===== src/rtl/multicycle_controller_pkg.sv =====
// Shared encodings for the multi-cycle controller: states, opcodes and
// the ALU operand/operation select codes.
package multicycle_controller_pkg;

  typedef enum logic [3:0] {
    S_IDLE   = 4'd0,
    S_FETCH  = 4'd1,
    S_DECODE = 4'd2,
    S_MEMADR = 4'd3,
    S_MEMRD  = 4'd4,
    S_MEMWB  = 4'd5,
    S_MEMWR  = 4'd6,
    S_EXEC   = 4'd7,
    S_ALUWB  = 4'd8,
    S_BRANCH = 4'd9,
    S_HALT   = 4'd15
  } state_t;

  localparam logic [5:0] OP_RTYPE = 6'd0;
  localparam logic [5:0] OP_BEQ   = 6'd4;
  localparam logic [5:0] OP_LW    = 6'd35;
  localparam logic [5:0] OP_SW    = 6'd43;

  localparam logic [1:0] SRCB_REG     = 2'b00;
  localparam logic [1:0] SRCB_FOUR    = 2'b01;
  localparam logic [1:0] SRCB_IMM     = 2'b10;
  localparam logic [1:0] SRCB_IMM_SH2 = 2'b11;

  localparam logic [1:0] ALUOP_ADD   = 2'b00;
  localparam logic [1:0] ALUOP_SUB   = 2'b01;
  localparam logic [1:0] ALUOP_FUNCT = 2'b10;

  // States that touch the single-port memory and may be stretched by MEM_WAIT
  function automatic logic is_mem_state(state_t s);
    return (s == S_FETCH) || (s == S_MEMRD) || (s == S_MEMWR);
  endfunction

endpackage


===== src/rtl/mc_wait_counter.sv =====
// Down-counter that stretches memory states: reloaded with MEM_WAIT while
// idle, counts down while a memory state waits, done when it reaches zero.
module mc_wait_counter #(
  parameter int MEM_WAIT = 0
) (
  input  logic clock,
  input  logic reset,
  input  logic load,
  output logic done
);

  localparam logic [3:0] WAIT_INIT = MEM_WAIT[3:0];

  logic [3:0] count;

  always_ff @(posedge clock or negedge reset) begin
    if (!reset) begin
      count <= 4'd0;
    end else if (load) begin
      count <= WAIT_INIT;
    end else if (count != 4'd0) begin
      count <= count - 4'd1;
    end
  end

  assign done = (count == 4'd0);

endmodule


===== src/rtl/multicycle_controller.sv =====
// Multi-cycle control FSM for the shared-memory datapath (R-format, lw, sw,
// beq) with a retired-instruction counter and a sticky illegal-opcode flag.
module multicycle_controller
  import multicycle_controller_pkg::*;
#(
  parameter int MEM_WAIT = 0,
  parameter int CNT_W    = 32
) (
  input  logic             clock,
  input  logic             reset,
  input  logic [5:0]       opcode,
  input  logic             alu_zero,
  output logic             pc_write,
  output logic             pc_src,
  output logic             iord,
  output logic             mem_ren,
  output logic             mem_wen,
  output logic             ir_write,
  output logic             reg_write,
  output logic             reg_dst,
  output logic             mem_to_reg,
  output logic             alu_src_a,
  output logic [1:0]       alu_src_b,
  output logic [1:0]       alu_op,
  output logic [3:0]       state,
  output logic [CNT_W-1:0] instr_count,
  output logic             illegal
);

  state_t state_q;
  logic   wait_done;
  logic   wait_load;

  // Keep the counter primed unless a memory state is still waiting, so every
  // entry into FETCH/MEMRD/MEMWR starts with a fresh MEM_WAIT count.
  assign wait_load = !is_mem_state(state_q) || wait_done;

  mc_wait_counter #(.MEM_WAIT(MEM_WAIT)) u_wait (
    .clock (clock),
    .reset (reset),
    .load  (wait_load),
    .done  (wait_done)
  );

  always_ff @(posedge clock or negedge reset) begin
    if (!reset) begin
      state_q     <= S_IDLE;
      instr_count <= '0;
      illegal     <= 1'b0;
    end else begin
      case (state_q)
        S_IDLE:   state_q <= S_FETCH;
        S_FETCH:  if (wait_done) state_q <= S_DECODE;
        S_DECODE: begin
          case (opcode)
            OP_LW, OP_SW: state_q <= S_MEMADR;
            OP_RTYPE:     state_q <= S_EXEC;
            OP_BEQ:       state_q <= S_BRANCH;
            default: begin
              state_q <= S_HALT;
              illegal <= 1'b1;
            end
          endcase
        end
        S_MEMADR: state_q <= (opcode == OP_LW) ? S_MEMRD : S_MEMWR;
        S_MEMRD:  if (wait_done) state_q <= S_MEMWB;
        S_MEMWR: begin
          if (wait_done) begin
            state_q     <= S_FETCH;
            instr_count <= instr_count + CNT_W'(1);
          end
        end
        S_MEMWB, S_ALUWB, S_BRANCH: begin
          state_q     <= S_FETCH;
          instr_count <= instr_count + CNT_W'(1);
        end
        S_EXEC:   state_q <= S_ALUWB;
        S_HALT:   state_q <= S_HALT;
        default:  state_q <= S_IDLE;
      endcase
    end
  end

  // Outputs depend only on the current state (plus the FETCH end-of-wait and
  // the branch zero flag), so reset forces them all low immediately.
  always_comb begin
    pc_write   = 1'b0;
    pc_src     = 1'b0;
    iord       = 1'b0;
    mem_ren    = 1'b0;
    mem_wen    = 1'b0;
    ir_write   = 1'b0;
    reg_write  = 1'b0;
    reg_dst    = 1'b0;
    mem_to_reg = 1'b0;
    alu_src_a  = 1'b0;
    alu_src_b  = SRCB_REG;
    alu_op     = ALUOP_ADD;
    case (state_q)
      S_FETCH: begin
        mem_ren   = 1'b1;
        alu_src_b = SRCB_FOUR;
        ir_write  = wait_done;
        pc_write  = wait_done;
      end
      S_DECODE: alu_src_b = SRCB_IMM_SH2;
      S_MEMADR: begin
        alu_src_a = 1'b1;
        alu_src_b = SRCB_IMM;
      end
      S_MEMRD: begin
        mem_ren = 1'b1;
        iord    = 1'b1;
      end
      S_MEMWB: begin
        reg_write  = 1'b1;
        mem_to_reg = 1'b1;
      end
      S_MEMWR: begin
        mem_wen = 1'b1;
        iord    = 1'b1;
      end
      S_EXEC: begin
        alu_src_a = 1'b1;
        alu_op    = ALUOP_FUNCT;
      end
      S_ALUWB: begin
        reg_write = 1'b1;
        reg_dst   = 1'b1;
      end
      S_BRANCH: begin
        alu_src_a = 1'b1;
        alu_op    = ALUOP_SUB;
        pc_src    = 1'b1;
        pc_write  = alu_zero;
      end
      default: ;
    endcase
  end

  assign state = state_q;

endmodule


===== config.mk =====
export PLATFORM = sky130hd
export DESIGN_NAME = multicycle_controller
export DESIGN_NICKNAME = d
export VERILOG_FILES = /design/src/rtl/multicycle_controller_pkg.sv /design/src/rtl/mc_wait_counter.sv /design/src/rtl/multicycle_controller.sv
export SDC_FILE = /design/constraint.sdc
export NUM_CORES = 1
export LEC_CHECK = 0
export ABC_AREA = 1
export CELL_PAD_IN_SITES_DETAIL_PLACEMENT = 0
export CELL_PAD_IN_SITES_GLOBAL_PLACEMENT = 1
export CORE_ASPECT_RATIO = 0.6
export CORE_MARGIN = 1
export CORE_UTILIZATION = 38
export DETAILED_ROUTE_END_ITERATION = 7
export PLACE_DENSITY_LB_ADDON = 0.3
export SETUP_SLACK_MARGIN = 0.1
export SYNTH_ARGS = -nofsm -noshare
export SYNTH_HDL_FRONTEND = slang
export SYNTH_SLANG_ARGS = --single-unit

===== constraint.sdc =====
create_clock -name clock -period 3.25 [get_ports clock]
set_input_delay 0.65 -clock clock [delete_from_list [all_inputs] [get_ports clock]]
set_output_delay 0.65 -clock clock [all_outputs]
set_load 0.02 [all_outputs]

# [After elaboration in Yosys (flattened, before gate mapping)]
# Index checks and enable logic that the tools add are counted.
# Widths: inputs -> output; s select.
[word_totals] register_bits=41 output_inout_bits=51 inputBits=9
[op_classes] bitwise=1 n_eq_ne=16 reduce_logical=21 addsub=2 n_mux=22
[ops] cell="$pmux 32 s2" n=1
[ops] cell="$add 32x1->32 const B" n=1
[ops] cell="$mux 32" n=1
[ops] cell="$pmux 4 s8" n=1
[ops] cell="$mux 4" n=5
[ops] cell="$eq 4x3->1 const B" n=4
[ops] cell="$eq 4x4->1 const B" n=3
[ops] cell="$eq 6x6->1 const B" n=2
[ops] cell="$pmux 4 s3" n=1
[ops] cell="$mux 1" n=9
[ops] cell="$eq 4x2->1 const B" n=2
[ops] cell="$logic_not 4->1" n=2
[ops] cell="$reduce_or 2->1" n=4
[ops] cell="$reduce_or 4->1" n=2
[ops] cell="$eq 6x3->1 const B" n=1
[ops] cell="$logic_not 6->1" n=1
[ops] cell="$ne 2x2->1 const B" n=3
[ops] cell="$pmux 2 s3" n=1
[ops] cell="$reduce_or 3->1" n=2
[ops] cell="$eq 4x1->1 const B" n=1
[ops] cell="$pmux 2 s2" n=1
[ops] cell="$reduce_and 2->1" n=2
[ops] cell="$reduce_bool 2->1" n=2
[ops] cell="$reduce_bool 4->1" n=1
[ops] cell="other kinds (7)" n=9

# [Logic depth before layout (Yosys ltp)]
# Gate-level depths: netlist (run 1).
[logic_depth] depth_word=6 depth_mapped=10 ltp_nobuf=10

# [By module]
# From an unflattened synthesis (run 1), not the netlist that was laid out.
[unflattened] hier_cells=416 hier_area_um2=2755.1
[by_module_without_submodules] module="multicycle_controller" cells_per_inst=388 n_inst=1 area_each_um2=2526.2
[by_module_without_submodules] module="mc_wait_counter" cells_per_inst=28 n_inst=1 area_each_um2=229.0

# [Worst setup path before layout (run 1)]
# Ideal clock, no wire load.
[synth_path] path_kind="register to output" from="register state_q[0] (netlist: state[0])" to="output port reg_write" path_stages_with_launch=4 slack_ns=1.151 required_ns=2.600 path_buffers=1 arrival_ns=1.449 path_cell_list="dfrtp_1 buf_4 nor3_1 or2_2"
[synth_between] elab_chain_cells=3 elab_cells_between_ends=4
[synth_rtl] item="start, declared" line="multicycle_controller.sv:30" rtl="state_t state_q;"
[synth_rtl] item="start signal, assigned" line="multicycle_controller.sv:65" rtl="S_MEMADR: state_q <= (opcode == OP_LW) ? S_MEMRD : S_MEMWR;"
[synth_rtl] item="$eq 4x3->1 or $eq 4x4->1 (tied branches)" line="multicycle_controller.sv:99" rtl="case (state_q)"
[synth_rtl] item="$reduce_or 2->1 (no line) *"
[synth_rtl] item="$mux 1 *" line="multicycle_controller.sv:99"
[synth_rtl] item="end, declared" line="multicycle_controller.sv:19" rtl="output logic reg_write,"
# Every way passes the cells marked *; elsewhere a longest branch is shown, timed or not.

# [Worst setup path after layout (run 1)]
[layout_path] from="register u_wait.count[0]" to="output port pc_write"
[layout_between] elab_chain_cells=2
[layout_rtl] item="start, declared" line="mc_wait_counter.sv:14" rtl="logic [3:0] count;"
[layout_rtl] item="start signal, assigned" line="mc_wait_counter.sv:22" rtl="count <= count - 4'd1;"
[layout_rtl] item="$logic_not 4->1" line="mc_wait_counter.sv:26" rtl="assign done = (count == 4'd0);"
[layout_rtl] item="$pmux 1 s2" line="multicycle_controller.sv:99"
[layout_rtl] item="end, declared" line="multicycle_controller.sv:13" rtl="output logic pc_write,"
# No other way between the ends.

==> results.txt, run 1 <==
- Vertical extent of the die: 67.70 um
* Net switching fraction of the power: 42.43%
* Synthesized area per cell: ~6.4 um2
* Final critical-path required period: about 2.7 ns
- The placed instances occupy a cell area of 3385 um2.
- Met1 track demand over resource: 36.69%
* Dpl ws: 0.7504 ns
* Final Wtd Congestion: about 0.87
- Via count of the first global-routing pass: 2,520
* Antenna violations before repair: 0
- The core region is 6820 um2.
- The worst pin sits at a relative slew slack of a little under two fifths.
* Clock tree from TritonCTS: built
* Total non-filler cell area in the finished layout: 3527 um2
- First-pass GRT wire length: about 13,000 um
* Sinks on the clock net: 41
- The die is 111.5 um wide.
- Post-CTS setup buffer count: 0
- FF-to-FF path depth: 9
- At the later pin of the worst-skew pair, clock insertion delay measures 0.29 ns.
* Wirelength per Cell: 13.59 um
- Synthesis produced 424 cells.
* Via count of the routed design: 2,749
- In this run the number of H-tree levels came out at 2.
* Multiplexer fraction of the synthesized cell area: 0%
- The final reports fail on design-rule violations.
* Net switching power: 0.8604 mW
- The share of total power dissipated in the clock network is 24.4%.
- For this run, the slowest stage of the critical path takes 0.63 ns.
* Violation count after the first detailed-route iteration: about 160
- Worst Path Max Fanout: 3
- Of the total synthesized cell area, the portion taken by XOR and XNOR cells is between 5 and 6%.
- The flow ran to the end, but the final reports show violations.
- HPWL reported at the end of detailed placement: 5950 um
- Walking the worst path, the cells encountered are inv_1 -> ha_1 -> nand2_1 -> nor2_1 -> inv_1 -> o21ai_0 -> clkdlybuf4s50_1.
- In this run, CTS created clock tree buffers numbering 5.
- Clock-pin slew of the registers on the worst-case setup and hold paths: roughly 0.060 ns
- Maximum clock rate: 0.3662 GHz
- Along the worst hold path, the cell count comes to 1.
* Peak-usage layer in the global routing report: met1
- The area growth from synthesis to layout is 29.02%.
- Setup violations remaining at the end of the flow were counted as 0.
- Distinct cell type count of the synthesized netlist: 25
- In this design, the critical path's most frequently occurring cell is inv_1.
- FF-to-FF setup slack: 1.32 ns
- Number of hold buffers added after cts: 0
* Highest-delay cell along the critical path: clkdlybuf4s50_1
- Post-Synth Simple-Gate Area: 46.18%
- The final hold violation count came to 0.
- Once the floorplan was initialized, standard cells occupied 40.08% of the core.
- Across the VDD grid, the largest voltage drop is 0.2340 mV.
- For met3 alone, demand over resource in global routing was 5.566%.
* Power density over the cells: 574.9 nW/um2
- TritonRoute pass-1 iters: 7
- The tool flagged a number of max-cap violations equal to 0.
- Fraction of power consumed by sequential logic: about 33%
* Post-synthesis sequential area ratio: 37.53%
* Maximum number of pins on one net before global-route repair: 42
- Gates resized during post-CTS repair numbered 0.
- Worst setup SP type: flip-flop
* Final worst slack: 0.5196 ns
- End point of the worst hold path: u_wait.count[0]$_DFFE_PN0P_
* Post-detailed-route count of antenna-violating nets: 0
* Final clock period utilization by the worst path: 84.01%
- For the worst setup path, the data required time is 2.60 ns.
- Master cell of the clock root buffer: clkbuf_16
- Skew final: 0.006382 ns
* Static leakage: ~1.6 nW
* Combinational fraction of design power: 43.1%
- Total Die Area: 7549 um2
- The synthesized netlist devotes 0.9153% of its cell area to adder and majority cells.
- The repair_antennas step left the layout with diodes totalling 0.
- Setup repair after global routing left no endpoint under its margin.
- Cell internal power was estimated by the tool at 1.167 mW.
- Synth Area in Compound Gates: 2.471%
- Reg2Reg Launch Point: u_wait.count[0]$_DFFE_PN0P_
- Setup_tns: 0 ns
- For this run, design rule violations remaining after detail routing come to 1.
* Endpoint type of the worst setup path: primary output
- Longest Clk Path Bufs: 2
- Register bit count reported by yosys: 41
- In the routed layout, each cell is associated on average with a via count of 4.806.
- At the worst endpoint, the arrival time is 2.08 ns.
- The top cell types in the final layout, fill and taps aside, are nand2_1, nor2_1, clkdlybuf4s50_1.
* Worst reg2reg endpoint: instr_count[10]$_DFFE_PN0P_
- Of the cells placed in the final design, the portion with a size suffix greater than 1 is 7.216%.
* Final Slew Violations: 0
- Std cell rows: 23
- Summed over all layers, the routed wires come to 7773 um.
* Overall Global Routing Usage: between 20% and 30%
- Startpoint of the lowest-slack hold path: u_wait.count[0]$_DFFE_PN0P_
* Most frequent standard cell in the layout excluding fill and tap cells: nand2_1
- Number of I/O port buffers: about 60
* Transition time at the pin with the least slew margin: 0.9395 ns
- Io pins: 60
* Type of the worst setup path: reg2out
* Largest family of logic cells by synthesized area: simple AND/OR/NAND/NOR gates
* Global routing usage on met2: 29.22%
* Total number of yosys warnings: 0
* Syn Std Cell Area: 2734 um2
- Summed over all layers, the global routing overflow is 0.
- The final layout contains 495 nets.
- Counting every net in the synthesized netlist gives 435.
- The min-delay analysis places its worst path in the category reg2reg.
## state kept, by name, indices dropped and copies added (netlist names)
signal / flops
illegal: 1
u_wait.count: 4
state: 4
instr_count: 32
## worst max path at each step
stage                                     start   endpoint  slack [ns]  cells after the start
floorplan                  state[0]$_DFFE_PN0P_  reg_write        1.15                      3
global placement                       alu_zero   pc_write        0.76                      4
detailed placement                     alu_zero   pc_write        0.75                      4
CTS                 u_wait.count[0]$_DFFE_PN0P_   pc_write        0.51                      7
global route        u_wait.count[0]$_DFFE_PN0P_   pc_write        0.39                      7
finish              u_wait.count[0]$_DFFE_PN0P_   pc_write        0.52                      7
## worst max-delay path, delay by kind of cell, from the launching register on
kind                       cells  cell delay, ns
adders and majority gates      1            0.16
DFF                            1            0.37
buffers and inverters          3            0.82
AOI/OAI and AO/OA              1            0.16
and+or+nand+nor                2            0.29
## per-stage QoR
step	hold slack [ns]	power, mW	std cells	util, %
finish	0.4264	2.028	572	51.72
global route	0.4483	2.151	572	51.72
CTS	0.4253	2.043	572	51.72
detailed placement	0.4170	1.547	564	49.62
global placement	0.4139	1.541	564	49.62
floorplan	0.3544	1.221	424	-
## final cells by class
cell class	instances	area (um2)
clock buffer	5	125.1
clock inverter	3	17.52
fill	702	3293
inverter	41	153.9
multi-input combinational	336	1510
sequential	41	1026
tap	87	108.9
timing repair buffer	59	585.6
## cells in the mapped netlist
| library cell | number | area [um2] |
|---|---|---|
| a21oi_1 | 3 | 15.01 |
| buf_2 | 2 | 10.01 |
| buf_4 | 3 | 22.52 |
| buf_6 | 1 | 11.26 |
| dfrtp_1 | 41 | 1026 |
| ha_1 | 2 | 25.02 |
| inv_1 | 37 | 138.9 |
| inv_2 | 4 | 15.01 |
| nand2_1 | 182 | 683.2 |
| nand2_2 | 9 | 56.30 |
| nand2_4 | 1 | 11.26 |
| nand3_1 | 23 | 115.1 |
| nand3b_1 | 2 | 15.01 |
| nand4_1 | 3 | 18.77 |
| nor2_1 | 72 | 270.3 |
| nor2_2 | 4 | 25.02 |
| nor2_4 | 3 | 33.78 |
| nor3_1 | 3 | 15.01 |
| o21ai_0 | 7 | 35.03 |
| o21ai_1 | 1 | 5.000 |
| o22ai_1 | 2 | 12.51 |
| or2_2 | 3 | 18.77 |
| xnor2_1 | 5 | 43.79 |
| xnor2_2 | 2 | 32.53 |
| xor2_1 | 9 | 78.83 |
## per-layer routing
layer	share of wire (%)	vias up
met2	35	52
li1	-	1410
met5	0	-
met1	59	1280
met3	5.2	7
met4	0.68	0
## power groups by stage
| stage | Combinational (mW) | Sequential, mW | Clock [mW] |
|---|---|---|---|
| final | 0.875 | 0.659 | 0.494 |
| after detailed placement | 0.882 | 0.665 | 0 |
| after global placement | 0.879 | 0.662 | 0 |
| after global routing | 0.952 | 0.670 | 0.528 |
| after CTS | 0.884 | 0.656 | 0.502 |
| after floorplan | 0.526 | 0.695 | 0 |
## kinds of logic (layout without fill, tap and decap cells)
logic type,Yosys count,count (layout)
buffers and inverters,47,108
flip-flops,41,41
adder cells (fa/ha/maj),2,2
AO/OA/AOI/OAI,13,13
XOR/XNOR,16,16
AND/OR/NAND/NOR,305,305
Note: power is estimated with default switching activity, not from simulation.
==> run 2: changes to the inputs <==
--- a/config.mk
+++ b/config.mk
@@ -10,7 +10,7 @@
 export CELL_PAD_IN_SITES_GLOBAL_PLACEMENT = 1
 export CORE_ASPECT_RATIO = 0.6
 export CORE_MARGIN = 1
-export CORE_UTILIZATION = 38
+export CORE_UTILIZATION = 32
 export DETAILED_ROUTE_END_ITERATION = 7
 export PLACE_DENSITY_LB_ADDON = 0.3
 export SETUP_SLACK_MARGIN = 0.1
==> constraint.sdc (replaced) <==
create_clock -name clock -period 2.4 [get_ports clock]
set_input_delay 0.48 -clock clock [delete_from_list [all_inputs] [get_ports clock]]
set_output_delay 0.48 -clock clock [all_outputs]
set_load 0.02 [all_outputs]
==> run 2 against run 1 <==
Net effect:
- the run now ends clean
- critical path type unchanged
- die area rose by 18%
- clock skew rose by 0.00095 ns
- setup slack got worse by 0.35 ns
- largest power group unchanged
- global-route usage fell by 3.6 points
==> results.txt, run 2 (synthesis results as in run 1) <==
- The standard-cell row count came to 25 (+8.7%).
- Outcome: completed
* Final Wtd Congestion: 0.8611 (-0.53%)
- The worst slew margin relative to its limit is 65.30% (+28 points).
* Post-detailed-route count of antenna-violating nets: 0 (unchanged)
- Worst path buffer plus inverter count: 1 (-2)
- Max FFs per register: 32 (unchanged)
- The setup path with the least slack is of type reg2out.
* Total core area: 8070 um2 (+18%)
* Share of cells above drive strength 1: 9.202% (+2.0 points)
* Io pins: 60 (unchanged)
* Via-to-Cell Ratio: 4.513 (-6.1%)
- The proportion of power drawn by the clock network is 27.0% (+2.6 points).
- Worst Path Max Fanout: 6 (+3)
- The cell leakage power is 1.692 nW (+5.7%).
- Total power draw: 2.906 mW (+43%)
- The internal power consumption came to 1.715 mW (+47%).
- Peak ir drop on the vdd network: 0.2725 mV (+16%)
- The worst hold path belongs to the class in2async.
- The switching power came to 1.191 mW (+38%).
- The cell count after placement is 589 (+4.4%).
- The die extent in y came to 73.60 um (+8.7%).
* Max-cap violation count: 0 (unchanged)
* Clock-pin slew of the registers on the worst-case setup and hold paths: 0.06 ns (about the same)
* First-pass GRT wire length: 12,680 um (-2.1%)
- The total of endpoints with negative setup slack in the final report is 0 (unchanged).
- The worst setup path is captured at a primary output.
- Dividing the final minimum period by the clock period gives 92.73%.
- Final layout net count: 499 (+0.81%)
- The part of the total power dissipated in combinational logic is 42.4% (-0.7 points).
- Diodes inserted: 0 (unchanged)
- Routed WL: 7803 um (+0.39%)
* Family with the most delay on the worst path: buffers and inverters
- CP required: 1.92 ns (-0.68 ns)
* Number of cells in the finished layout apart from fillers: 597 (+4.4%)
- Skew final: 0.007335 ns (+0.0009536 ns)
* Master cell of the clock root buffer: clkbuf_16
* Overall Global Routing Usage: 19.08% (-3.6 points)
- The pre-CTS setup slack came to 0.1705 ns (-0.5799 ns).
- The final worst slack was 0.1746 ns (-0.3450 ns).
* Arrival time at the worst endpoint: 1.75 ns (-0.33 ns)
* Horiz. Die Dim: 121.3 um (+8.8%)
- The top cell types in the final layout, fill and taps aside, are nand2_1, nor2_1, clkdlybuf4s50_1.
* Most frequent standard cell in the layout excluding fill and tap cells: nand2_1
- Crit-path cells: nor2_2 -> nand3_2 -> nand2_1 -> clkdlybuf4s50_1
* Total Die Area: 8929 um2 (+18%)
- The switching part of the total came to 40.99% (-1.4 points).
- Longest Clk Path Bufs: 2 (unchanged)
- The ratio of total power to cell area was 800.5 nW/um2 (+39%).
- The total congestion overflow after global routing came to 0 (unchanged).
* TritonRoute pass-1 iters: 5 (-2)
* Setup_tns: 0 ns (unchanged)
- The pin count of the biggest net entering global routing is 22 (-48%).
- HPWL reported at the end of detailed placement: 6099 um (+2.5%)
* Via count of the routed design: 2,694 (-2.0%)
- The register with the most flip-flops in the final layout is instr_count.
- Number of hold violations in the final report: 0 (unchanged)
- The latest clock arrival within the worst-skew pair was 0.29 ns (about the same).
* Cts bufs inserted: 5 (unchanged)
- Number of I/O port buffers: 59 (unchanged)
- Crit path largest cell delay: 0.59 ns (-0.04 ns)
* Synthesis-to-finish area growth: 32.77%
* Maximum clock rate: 0.4493 GHz
- Highest-delay cell along the critical path: clkdlybuf4s50_1
* Worst setup SP type: flip-flop
- Fraction of power consumed by sequential logic: 30.7% (-1.8 points)
* Final Slew Violations: 0 (unchanged)
- TritonCTS built the clock tree.
- The via count of the first global-routing pass was 2,427 (-3.7%).
- Sinks on the clock net: 41 (unchanged)
- The transition time at the pin with the least slew margin came to 0.5204 ns (-0.4191 ns).
* Final critical-path required period: 2.225 ns
- The layout filler cell count was 854 (+22%).
- Number of H-tree levels: 2 (unchanged)
- Violation count after the first detailed-route iteration: 135 (-15%)
* Post-route DRC: 0 (-1)
* Initial Utilization: 33.88% (-6.2 points)
* Antenna violations before repair: 0 (unchanged)
* Unrepaired setup endpoints after global routing: yes
- Wirelength per Cell: 13.07 um (-3.8%)
run 2: changes by cell type in the layout (fill, tap and decap cells not counted), sizes merged, moves of 3 or more:
cell / change
buf: +4
dlymetal6s2s: +3
clkdlybuf4s50: -7
dlygate4sd2: +3
run 2: layout make-up:
class | count | area (um2) | area share, %
Timing Repair Buffer | 63 | 619.3 | 17.06
Clock inverter | 3 | 46.29 | 1.275
Tap cell | 108 | 135.1 | 3.723
Sequential cell | 41 | 1030 | 28.37
Clock buffer | 5 | 125.1 | 3.447
Multi-Input combinational cell | 336 | 1520 | 41.88
Inverter | 41 | 153.9 | 4.240
run 2: through the flow:
stage	cell area [um2]	hold slack [ns]	utilization (%)
after global routing	3630	0.1948	44.98
after detailed placement	3441	0.4176	42.64
final	3630	0.1611	44.98
after global placement	3441	0.4161	42.64
after CTS	3608	0.1807	44.71
after floorplan	2734	0.1844	-
run 2: metal layers:
layer / global-route usage, % / wire [um] / share of wire [%]
met5: 0 / 0 / 0
met4: 4.115 / 63 / 0.81
met3: 4.037 / 454 / 5.8
met1: 31.93 / 4469 / 57
met2: 23.42 / 2815 / 36
run 2: power by group through the flow:
stage	combinational, mW	clock (mW)	sequential [mW]
after floorplan	0.712	0	0.941
after global placement	1.26	0	0.886
after detailed placement	1.25	0	0.892
after CTS	1.23	0.800	0.880
after global routing	1.33	0.831	0.904
final	1.23	0.783	0.891
run 2: final timing paths:
path	slack, ns	cells after the start	end	startpoint
worst max-delay path	0.17	4	mem_ren	state[3]$_DFFE_PN0P_
max in group asynchronous	1.57	2	state[2]$_DFFE_PN0P_	reset
worst max register to register	0.55	10	instr_count[30]$_DFFE_PN0P_	instr_count[1]$_DFFE_PN0P_
min in group clock	0.43	1	u_wait.count[0]$_DFFE_PN0P_	u_wait.count[0]$_DFFE_PN0P_
worst min register to register	0.43	1	u_wait.count[0]$_DFFE_PN0P_	u_wait.count[0]$_DFFE_PN0P_
worst min-delay path	0.16	1	instr_count[4]$_DFFE_PN0P_	reset
run 2: repair_timing:
action	CTS	global route
resized for setup	5	9
cloned	0	0
endpoints found under the setup margin	5	8
pin swaps	0	0
setup buffers	0	0
hold buffers	0	0
